File: src/rtl/fetch_decode_buffer_if.sv
// rtl/fetch_decode_buffer_if.sv - I-cache fetch port and decoded instruction-queue port bundle
interface fetch_decode_buffer_if;
  logic        instr_read;
  logic [31:0] instr_mem_address;
  logic        instr_mem_resp;
  logic [31:0] instr_mem_rdata;
  logic        iq_valid;
  logic        iq_ack;
  logic [31:0] iq_pc;
  logic [3:0]  iq_op;
  logic [31:0] iq_imm;
  logic        iq_imm_valid;
  logic [4:0]  iq_rs1;
  logic [4:0]  iq_rs2;
  logic [4:0]  iq_rd;
  logic [2:0]  iq_funct3;
  logic        iq_funct7b;

  modport master (
    output instr_read, instr_mem_address,
    input  instr_mem_resp, instr_mem_rdata,
    output iq_valid,
    input  iq_ack,
    output iq_pc, iq_op, iq_imm, iq_imm_valid, iq_rs1, iq_rs2, iq_rd, iq_funct3, iq_funct7b
  );

  modport slave (
    input  instr_read, instr_mem_address,
    output instr_mem_resp, instr_mem_rdata,
    input  iq_valid,
    output iq_ack,
    input  iq_pc, iq_op, iq_imm, iq_imm_valid, iq_rs1, iq_rs2, iq_rd, iq_funct3, iq_funct7b
  );
endinterface

File: src/rtl/fetch_decode_buffer.sv
// rtl/fetch_decode_buffer.sv - sequential prefetch FIFO with redirect/squash and head-entry decode
module fetch_decode_buffer #(
  parameter int unsigned DEPTH    = 4,
  parameter logic [31:0] RESET_PC = 32'h0000_0060
) (
  input  logic                     clk,
  input  logic                     rst,
  input  logic                     redirect,
  input  logic [31:0]              redirect_pc,
  output logic [$clog2(DEPTH):0]   occupancy,
  fetch_decode_buffer_if.master    bus
);
  localparam int unsigned PW = $clog2(DEPTH);
  localparam int unsigned CW = PW + 1;
  localparam logic [CW-1:0] FULL = CW'(DEPTH);

  localparam logic [3:0] OP_ARITH   = 4'd0;
  localparam logic [3:0] OP_LUI     = 4'd1;
  localparam logic [3:0] OP_AUIPC   = 4'd2;
  localparam logic [3:0] OP_JAL     = 4'd3;
  localparam logic [3:0] OP_JALR    = 4'd4;
  localparam logic [3:0] OP_BRANCH  = 4'd5;
  localparam logic [3:0] OP_LD      = 4'd6;
  localparam logic [3:0] OP_ST      = 4'd7;
  localparam logic [3:0] OP_CSR     = 4'd8;
  localparam logic [3:0] OP_ILLEGAL = 4'd15;

  typedef enum logic [1:0] {IDLE, FETCH, SQUASH} state_t;

  state_t        state, state_next;
  logic [31:0]   fetch_pc, fetch_pc_next;
  logic [31:0]   squash_addr;
  logic [PW-1:0] head, tail;
  logic [CW-1:0] count, count_next;
  logic          push, pop, flush;

  logic [31:0]   pc_mem    [DEPTH];
  logic [31:0]   instr_mem [DEPTH];

  always_comb begin
    state_next    = state;
    fetch_pc_next = fetch_pc;
    push          = 1'b0;
    flush         = 1'b0;
    pop           = (count != '0) && bus.iq_ack && !redirect;
    unique case (state)
      IDLE: begin
        if (redirect) begin
          flush         = 1'b1;
          fetch_pc_next = redirect_pc;
        end else if (count < FULL) begin
          state_next = FETCH;
        end
      end
      FETCH: begin
        if (redirect) begin
          flush         = 1'b1;
          fetch_pc_next = redirect_pc;
          state_next    = bus.instr_mem_resp ? IDLE : SQUASH;
        end else if (bus.instr_mem_resp) begin
          push          = 1'b1;
          fetch_pc_next = fetch_pc + 32'd4;
          state_next    = ((count + CW'(1) - CW'(pop)) < FULL) ? FETCH : IDLE;
        end
      end
      SQUASH: begin
        // The outstanding read still belongs to the old stream; its data is thrown away.
        if (redirect) begin
          flush         = 1'b1;
          fetch_pc_next = redirect_pc;
        end
        if (bus.instr_mem_resp) begin
          state_next = IDLE;
        end
      end
      default: state_next = IDLE;
    endcase
    count_next = flush ? '0 : (count + CW'(push) - CW'(pop));
  end

  always_ff @(posedge clk) begin
    if (!rst) begin
      state       <= IDLE;
      fetch_pc    <= RESET_PC;
      squash_addr <= RESET_PC;
      head        <= '0;
      tail        <= '0;
      count       <= '0;
    end else begin
      state    <= state_next;
      fetch_pc <= fetch_pc_next;
      count    <= count_next;
      if (state == FETCH && redirect && !bus.instr_mem_resp) begin
        squash_addr <= fetch_pc;
      end
      if (flush) begin
        head <= '0;
        tail <= '0;
      end else begin
        if (push) tail <= tail + PW'(1);
        if (pop)  head <= head + PW'(1);
      end
    end
  end

  always_ff @(posedge clk) begin
    if (push) begin
      pc_mem[tail]    <= fetch_pc;
      instr_mem[tail] <= bus.instr_mem_rdata;
    end
  end

  assign bus.instr_read        = (state != IDLE);
  assign bus.instr_mem_address = (state == SQUASH) ? squash_addr : fetch_pc;
  assign occupancy             = count;
  assign bus.iq_valid          = (count != '0);

  logic [31:0] head_instr;
  assign head_instr     = instr_mem[head];
  assign bus.iq_pc      = pc_mem[head];
  assign bus.iq_rs1     = head_instr[19:15];
  assign bus.iq_rs2     = head_instr[24:20];
  assign bus.iq_rd      = head_instr[11:7];
  assign bus.iq_funct3  = head_instr[14:12];
  assign bus.iq_funct7b = head_instr[30];

  logic [31:0] imm_i, imm_s, imm_b, imm_j, imm_u;
  assign imm_i = {{20{head_instr[31]}}, head_instr[31:20]};
  assign imm_s = {{20{head_instr[31]}}, head_instr[31:25], head_instr[11:7]};
  assign imm_b = {{19{head_instr[31]}}, head_instr[31], head_instr[7],
                  head_instr[30:25], head_instr[11:8], 1'b0};
  assign imm_j = {{11{head_instr[31]}}, head_instr[31], head_instr[19:12],
                  head_instr[20], head_instr[30:21], 1'b0};
  assign imm_u = {head_instr[31:12], 12'h000};

  always_comb begin
    bus.iq_op        = OP_ILLEGAL;
    bus.iq_imm       = '0;
    bus.iq_imm_valid = 1'b0;
    case (head_instr[6:0])
      7'b0110111: begin bus.iq_op = OP_LUI;    bus.iq_imm = imm_u; bus.iq_imm_valid = 1'b1; end
      7'b0010111: begin bus.iq_op = OP_AUIPC;  bus.iq_imm = imm_u; bus.iq_imm_valid = 1'b1; end
      7'b1101111: begin bus.iq_op = OP_JAL;    bus.iq_imm = imm_j; bus.iq_imm_valid = 1'b1; end
      7'b1100111: begin bus.iq_op = OP_JALR;   bus.iq_imm = imm_i; bus.iq_imm_valid = 1'b1; end
      7'b1100011: begin bus.iq_op = OP_BRANCH; bus.iq_imm = imm_b; bus.iq_imm_valid = 1'b1; end
      7'b0000011: begin bus.iq_op = OP_LD;     bus.iq_imm = imm_i; bus.iq_imm_valid = 1'b1; end
      7'b0100011: begin bus.iq_op = OP_ST;     bus.iq_imm = imm_s; bus.iq_imm_valid = 1'b1; end
      7'b1110011: begin bus.iq_op = OP_CSR;    bus.iq_imm = imm_i; bus.iq_imm_valid = 1'b1; end
      7'b0010011: begin bus.iq_op = OP_ARITH;  bus.iq_imm = imm_i; bus.iq_imm_valid = 1'b1; end
      7'b0110011: begin bus.iq_op = OP_ARITH; end
      default: ;
    endcase
  end
endmodule

File: src/flat_wrapper.sv
// flat-port wrapper written by rule: the top's interface ports become plain ports
module fetch_decode_buffer_flat 
#(
  parameter int unsigned DEPTH    = 4,
  parameter logic [31:0] RESET_PC = 32'h0000_0060
)
  (clk, rst, redirect, redirect_pc, occupancy, bus_instr_read, bus_instr_mem_address, bus_instr_mem_resp, bus_instr_mem_rdata, bus_iq_valid, bus_iq_ack, bus_iq_pc, bus_iq_op, bus_iq_imm, bus_iq_imm_valid, bus_iq_rs1, bus_iq_rs2, bus_iq_rd, bus_iq_funct3, bus_iq_funct7b);
  fetch_decode_buffer_if bus_i ();
  input  logic clk;
  input  logic rst;
  input  logic redirect;
  input  logic [31:0] redirect_pc;
  output logic [$clog2(DEPTH):0] occupancy;
  output wire logic [$bits(bus_i.instr_read)-1:0] bus_instr_read;
  output wire logic [$bits(bus_i.instr_mem_address)-1:0] bus_instr_mem_address;
  input wire logic [$bits(bus_i.instr_mem_resp)-1:0] bus_instr_mem_resp;
  input wire logic [$bits(bus_i.instr_mem_rdata)-1:0] bus_instr_mem_rdata;
  output wire logic [$bits(bus_i.iq_valid)-1:0] bus_iq_valid;
  input wire logic [$bits(bus_i.iq_ack)-1:0] bus_iq_ack;
  output wire logic [$bits(bus_i.iq_pc)-1:0] bus_iq_pc;
  output wire logic [$bits(bus_i.iq_op)-1:0] bus_iq_op;
  output wire logic [$bits(bus_i.iq_imm)-1:0] bus_iq_imm;
  output wire logic [$bits(bus_i.iq_imm_valid)-1:0] bus_iq_imm_valid;
  output wire logic [$bits(bus_i.iq_rs1)-1:0] bus_iq_rs1;
  output wire logic [$bits(bus_i.iq_rs2)-1:0] bus_iq_rs2;
  output wire logic [$bits(bus_i.iq_rd)-1:0] bus_iq_rd;
  output wire logic [$bits(bus_i.iq_funct3)-1:0] bus_iq_funct3;
  output wire logic [$bits(bus_i.iq_funct7b)-1:0] bus_iq_funct7b;
  assign bus_instr_read = bus_i.instr_read;
  assign bus_instr_mem_address = bus_i.instr_mem_address;
  assign bus_i.instr_mem_resp = bus_instr_mem_resp;
  assign bus_i.instr_mem_rdata = bus_instr_mem_rdata;
  assign bus_iq_valid = bus_i.iq_valid;
  assign bus_i.iq_ack = bus_iq_ack;
  assign bus_iq_pc = bus_i.iq_pc;
  assign bus_iq_op = bus_i.iq_op;
  assign bus_iq_imm = bus_i.iq_imm;
  assign bus_iq_imm_valid = bus_i.iq_imm_valid;
  assign bus_iq_rs1 = bus_i.iq_rs1;
  assign bus_iq_rs2 = bus_i.iq_rs2;
  assign bus_iq_rd = bus_i.iq_rd;
  assign bus_iq_funct3 = bus_i.iq_funct3;
  assign bus_iq_funct7b = bus_i.iq_funct7b;
  fetch_decode_buffer #(.DEPTH(DEPTH), .RESET_PC(RESET_PC)) u_core (.clk(clk), .rst(rst), .redirect(redirect), .redirect_pc(redirect_pc), .occupancy(occupancy), .bus(bus_i));
endmodule
File: config.mk
export PLATFORM = sky130hd
export DESIGN_NAME = fetch_decode_buffer_flat
export DESIGN_NICKNAME = d
export VERILOG_FILES = /design/src/rtl/fetch_decode_buffer_if.sv /design/src/rtl/fetch_decode_buffer.sv /design/src/flat_wrapper.sv
export SDC_FILE = /design/constraint.sdc
export NUM_CORES = 1
export LEC_CHECK = 0
export ABC_CLOCK_PERIOD_IN_PS = 4100
export CAP_MARGIN = 5
export CORE_MARGIN = 4
export CORE_UTILIZATION = 55
export DETAILED_ROUTE_END_ITERATION = 10
export DONT_BUFFER_PORTS = 1
export GPL_ROUTABILITY_DRIVEN = 0
export PLACE_DENSITY_LB_ADDON = 0.1
export SYNTH_ARGS = -nofsm -noshare
export SYNTH_HDL_FRONTEND = slang
export SYNTH_SLANG_ARGS = --single-unit
File: constraint.sdc
create_clock -name clk -period 4.1 [get_ports clk]
set_input_delay 0.41 -clock clk [delete_from_list [all_inputs] [get_ports clk]]
set_output_delay 0.41 -clock clk [all_outputs]
set_load 0.1 [all_outputs]
==> results of run 1 <==
[worst max-delay path: cells and delay by family (launching register included)]
| kind | cells | cell delay [ps] |
|---|---|---|
| compound gates | 3 | 980 |
| flops | 1 | 610 |
| simple gates | 1 | 250 |
| buf+inv | 1 | 290 |
| mux | 1 | 660 |
[layer usage]
layer	vias to the layer above	global-route usage [%]
li1	3866	-
met1	4261	30.92
met2	343	38.31
met3	52	6.058
met4	0	6.724
met5	-	0
[state kept, by name, summed over array words and instances, names as in the netlist, named ones only]
name	cells
u_core.state	2
u_core.instr_mem	128
u_core.fetch_pc	32
u_core.tail	2
u_core.squash_addr	32
u_core.head	2
u_core.occupancy	3
u_core.pc_mem	128
[worst paths after layout]
kind	to	slack, ps
max	bus_iq_imm[12]	380
min	u_core.fetch_pc[6]	40
max reg2reg	u_core.pc_mem[3][16]	1430
min reg2reg	u_core.squash_addr[9]	450
[layout by cell type (no fill, tap or decap), drive strengths merged, types with 5 or more instances in the layout]
cell / count
o21ai: 28
or2: 5
buf: 50
a31oi: 6
mux2: 29
nor3: 16
inv: 16
dlygate4sd3: 35
clkbuf: 50
nand4: 5
clkinv: 7
mux4: 61
edfxtp: 256
dfxtp: 75
a21oi: 66
a21o: 13
a211oi: 7
nor2b: 8
nand3: 21
mux2i: 6
o221a: 7
and2: 13
nand2: 139
a22oi: 5
nor2: 43
and3: 12
ha: 8
[power groups by stage]
stage | clock network (mW) | logic, mW | registers [mW]
2_1_floorplan | 0 | 0.452 | 3.78
3_3_place_gp | 0 | 0.498 | 3.80
3_5_place_dp | 0 | 0.503 | 3.81
4_1_cts | 3.10 | 0.546 | 3.73
5_1_grt | 3.26 | 0.570 | 3.74
6_report | 3.05 | 0.545 | 3.74
[kinds of logic (layout without fill, tap and decap cells)]
logic type,count (synthesis),after routing,share of synthesized area [%]
flops,331,331,66.00
simple gates,284,284,9.561
compound gates,173,173,8.330
mux,96,96,12.64
buf+inv,76,163,2.291
fa+ha+maj,9,9,0.8627
xor+xnor,5,5,0.3145
[Yosys cell counts, drive strengths merged, types with 7 or more instances]
cell,n,area (um^2)
nor2b,8,50.05
and3,12,75.07
a211oi,7,57.55
o21ai,28,143.9
nand3,21,105.1
a21oi,66,334.1
inv,15,56.30
buf,25,127.6
mux2,29,326.6
clkbuf,36,135.1
o221a,7,78.82
nand2,139,521.8
and2,13,81.33
dfxtp,75,1501
a21o,13,97.59
ha,8,100.1
nor3,16,91.34
edfxtp,256,7687
mux4,61,1374
nor2,43,161.4
[final cells by class]
type                       instances  area (um^2)
sequential                       331         9196
clock inverter                    13        145.1
timing repair buffer              87        813.3
clock buffer                      48        967.2
multi-input combinational        567         4541
inverter                          15        56.30
tap                              324        405.4
fill                            1747         8481
==> impl_results.md, run 1 <==
- M1 WL: between 10000 and 15000 um
- Sequential area share after synthesis: 66.00%
- Cts repair resizes: 0
- Hold Path Depth: 1
- CTS tree: built
- Netlist cell types: 74
- Clock tree root buffer cell: clkbuf_16
- Metal3 WL: 2602 um
- Period Utilization, post-route: 90.76%
- Post-route total power: approximately 7.3 mW
- I/O Buffers: 0
- Hold WC Path Type: in2reg
- Fmax: 268.7 MHz
- Cell Chain, Critical Path: mux4_2, nor2b_1, o21ai_0, a211oi_2, a21o_1, buf_4
- CP Capture Type: primary output
- Ys async rst share: 0%
- Static Leakage: 5.423 nW
- Die Height: 167.1 um
- CP Max Fanout: 19
- Gr usage total: a little under a quarter
- Core area: 0.02460 mm^2
- Uppermost layer routed: met4
- Share of layout cells above drive strength 1: 22.34%
- Ant diodes: 0
- Worst reg2reg startpoint: u_core.state[0]
- DR WL/cell: 23.67 um
- RSZ-0062 raised after global routing: false
- Pins Over Slew Limit: 0
- Clock power frac: 41.6%
- Vias in the first global route: between 8000 and 9000
- CTS Buf Count: 35
- Clock Pin Slew Worst Setup and Hold Paths: 60 ps
- Worst EP arrival: 3310 ps
- Core Util, Final: 65.53%
- Post-Place Cells: roughly 1300
- Critical path's slowest cell: a211oi_2
- Post-Syn Area: 0.01392 mm^2
- R2R depth: 4
- Clock latency on the worst-skew pair: 500 ps
- DR DRC count: 0
- Pre-CTS setup slack: around 840 ps
- Ports: 194
- Iteration-0 DRC Markers: 752
- GRT overflow: 0
- Met2 WL: between 15000 and 20000 um
- CP required: 3690 ps
- Clock skew: approximately 15 ps
- Setup bufs post-CTS: 0
- Total die area: roughly 0.028 mm^2
- Post-Synthesis Cells: between 900 and 1000
- Maxcap violations: 0
- Hpwl dp: between 20000 and 25000 um
- Synth warn: 0
- Worst Min Path Start: rst
- Primary FF master, synth: edfxtp_1
- Worst Tran Pin Value: 1138 ps
- NetSw: 1.712 mW
- Worst VDD drop: 0.0003575 V
- Synthesized flop and latch total: 331
- Post-CTS Hold Fix Bufs: 35
- Worst Setup Start Kind: flip-flop
- Clk buf depth: 3
- Via density: 6.153
- Setup tns final: 0 ps
- Final setup violating endpoints: 0
- Placement Cell Area: 0.01466 mm^2
- Routed WL: approximately 33000 um
- Clk sinks: between 300 and 400
- Crit Path Category: reg2out
- Post-route design area: 0.01612 mm^2
- First-pass GRT wire length: 51150 um
- Initial Utilization: 56.59%
- Layout area overhead: 15.81%
- CTS H-tree depth: 2
- Nets: 1115
- CP max stage delay: 680 ps
- Power density cells: between 400 and 500 mW/mm^2
- Initial antenna violation count: 0
- Post-route setup slack: about 380 ps
- Final Hold Viols: 0
- Die Wd: around 170 um
- Int Pwr: 5.620 mW
- Fin cells: between 1000 and 1500
- TritonRoute pass-1 iters: 5
- Status: finished, final reports clean
- EDFF count, synth: 256
- Post-DRT Antenna Nets: 0
- Syn avg cell area: 14.30 um^2
- Combinational cell fraction of total power: 7.4%
- Hold Worst Slack: 36.14 ps
- Synthesized Nets: ~1100
- Switching Fraction: 23.35%
- Rel. slew slack: 24.10%
- Sequential power share: between 50% and 60%
- Num rows: 57
- Crit path time final: 3721 ps
- DR vias: 8522
- Largest net degree at the start of global routing: 65
Power figures use the tool's default switching activity.
==> run 2: changes to the inputs <==
CORE_ASPECT_RATIO = 0.75   (was not set)
==> impl_results.md, run 2 (synthesized netlist as in run 1, its figures left out) <==
- Clock skew: 11.82 ps (-3.428 ps)
- Fmax: 263.4 MHz (-2.0%)
- Initial antenna violation count: 1 (+1)
- Worst VDD drop: 0.0003794 V (+6.1%)
- Placement Cell Area: 0.01462 mm^2 (-0.26%)
- Post-DRT Antenna Nets: 0 (unchanged)
- Post-route total power: 7.230 mW (-1.4%)
- Hpwl dp: 20920 um (-2.5%)
- CP Capture Type: primary output
- CP required: 3690 ps (about the same)
- Worst EP arrival: 3390 ps (+80 ps)
- Clk buf depth: 3 (unchanged)
- I/O Buffers: 0 (unchanged)
- Post-route design area: 0.01603 mm^2 (-0.61%)
- Clk sinks: 331 (unchanged)
- CTS Buf Count: 34 (-2.9%)
- Area occupied by registers: 0.009196 mm^2 (unchanged)
- Nets: 1110 (-0.45%)
- Die Height: 145.8 um (-13%)
- First-pass GRT wire length: 51040 um (-0.22%)
- Post-Place Cells: 1300 (+0.85%)
- Switching Fraction: 24.06% (+0.71 points)
- Rel. slew slack: 26.09% (+2.0 points)
- Num rows: 50 (-12%)
- Static Leakage: 5.372 nW (-0.95%)
- Total die area: 0.02795 mm^2 (about the same)
- Worst Setup Start Kind: flip-flop
- Int Pwr: 5.490 mW (-2.3%)
- Gr usage total: 23.39% (+0.15 points)
- Final Hold Viols: 0 (unchanged)
- Hold WC Path Type: in2reg
- Layout area overhead: 15.10%
- Most frequent cells in the layout: edfxtp_1, nand2_1, dfxtp_1
- Routed WL: 32790 um (about the same)
- Iteration-0 DRC Markers: 618 (-18%)
- Sequential power share: 51.8% (+0.9 points)
- Clock latency on the worst-skew pair: 500 ps (about the same)
- Share of layout cells above drive strength 1: 22.35% (about the same)
- Clock tree root buffer cell: clkbuf_16
- Via density: 6.163 (+0.16%)
- Maxcap violations: 0 (unchanged)
- Multi-input gate area: 0.004544 mm^2 (about the same)
- Ports: 194 (unchanged)
- Commonest non-fill, non-tap cell in the layout: edfxtp_1
- Cts repair resizes: 0 (unchanged)
- DR vias: 8591 (+0.81%)
- Setup tns final: 0 ps (unchanged)
- Uppermost layer routed: met5
- DR WL/cell: 23.52 um (-0.64%)
- DR DRC count: 0 (unchanged)
- Ant diodes: 0 (unchanged)
- Crit Path Category: reg2out
- Met2 WL: 15490 um (-4.4%)
- Status: finished, final reports clean
- Setup bufs post-CTS: 0 (unchanged)
- CP Max Fanout: 26 (+7)
- Die Wd: 191.7 um (+15%)
- Clock power frac: 40.8% (-0.8 points)
- Fin cells: 1394 (+0.65%)
- Power density cells: 451.1 mW/mm^2 (-0.78%)
- Metal3 WL: 2283 um (-12%)
- Vias in the first global route: 8463 (-1.6%)
- CTS tree: built
- Combinational cell fraction of total power: 7.5% (about the same)
- Largest registers: u_core.instr_mem (128), u_core.pc_mem (128)
- RSZ-0062 raised after global routing: false
- M1 WL: 14320 um (+9.2%)
- Core area: 0.02496 mm^2 (+1.4%)
- Pins Over Slew Limit: 0 (unchanged)
- Period Utilization, post-route: 92.61% (+1.8 points)
- # fillers: 1827 (+4.6%)
- CTS H-tree depth: 2 (unchanged)
- Final setup violating endpoints: 0 (unchanged)
- NetSw: 1.740 mW (+1.6%)
- Crit path time final: 3797 ps (+75.70 ps)
- GRT overflow: 0 (unchanged)
- Worst reg2reg startpoint: u_core.occupancy[0]
- Worst Min Path Start: rst
- Initial Utilization: 55.78% (-0.81 points)
- Clock Pin Slew Worst Setup and Hold Paths: 60 ps (about the same)
- Worst Tran Pin Value: 1108 ps (-29.91 ps)
- TritonRoute pass-1 iters: 5 (unchanged)
- Largest net degree at the start of global routing: 65 (unchanged)
- Post-CTS Hold Fix Bufs: 34 (-2.9%)
-- run 2: critical path, cell delays in order, from the launching register on --
cell and delay, ps:
dfxtp_4 670, mux4_2 720, or2_2 380, nor3_1 550, nand2_1 160, o21ai_2 90
buf_4 310
-- run 2: final timing paths --
path                            slack, ps  cells after the start                      to
worst max-delay path                  300                      6           bus_iq_imm[1]
worst min-delay path                   40                      1   u_core.squash_addr[6]
worst max register to register       1280                      9     u_core.occupancy[2]
worst min register to register        450                      2  u_core.squash_addr[20]
-- run 2: power by group through the flow --
stage / Clock (mW) / Sequential [mW] / Combinational (mW)
floorplan: 0 / 3.78 / 0.452
global placement: 0 / 3.81 / 0.496
detailed placement: 0 / 3.82 / 0.498
CTS: 3.00 / 3.74 / 0.540
global route: 3.18 / 3.75 / 0.564
finish: 2.95 / 3.74 / 0.539
-- run 2: cell type report --
cell class / instances / area share [%]
clock inverter: 17 / 0.9135
tap: 338 / 2.639
sequential: 331 / 57.39
clock buffer: 43 / 5.715
inverter: 15 / 0.3513
multi-input combinational: 567 / 28.36
timing repair buffer: 83 / 4.638
-- run 2: per-stage QoR --
| stage | worst slack [ps] | hold WS, ps | utilization [%] |
|---|---|---|---|
| after floorplan | -173.0 | 432.9 | - |
| after global placement | 869.9 | 437.9 | 58.58 |
| after detailed placement | 811.7 | 447.7 | 58.58 |
| after CTS | 276.7 | 18.54 | 64.20 |
| after global routing | 97.94 | 30.01 | 64.20 |
| final | 303.1 | 38.05 | 64.20 |
-- run 2: metal layers --
metal,global-route usage (%),vias to the layer above
met5,0,-
met4,5.922,2
met2,36.12,258
met3,5.947,56
li1,-,3860
met1,33.76,4415
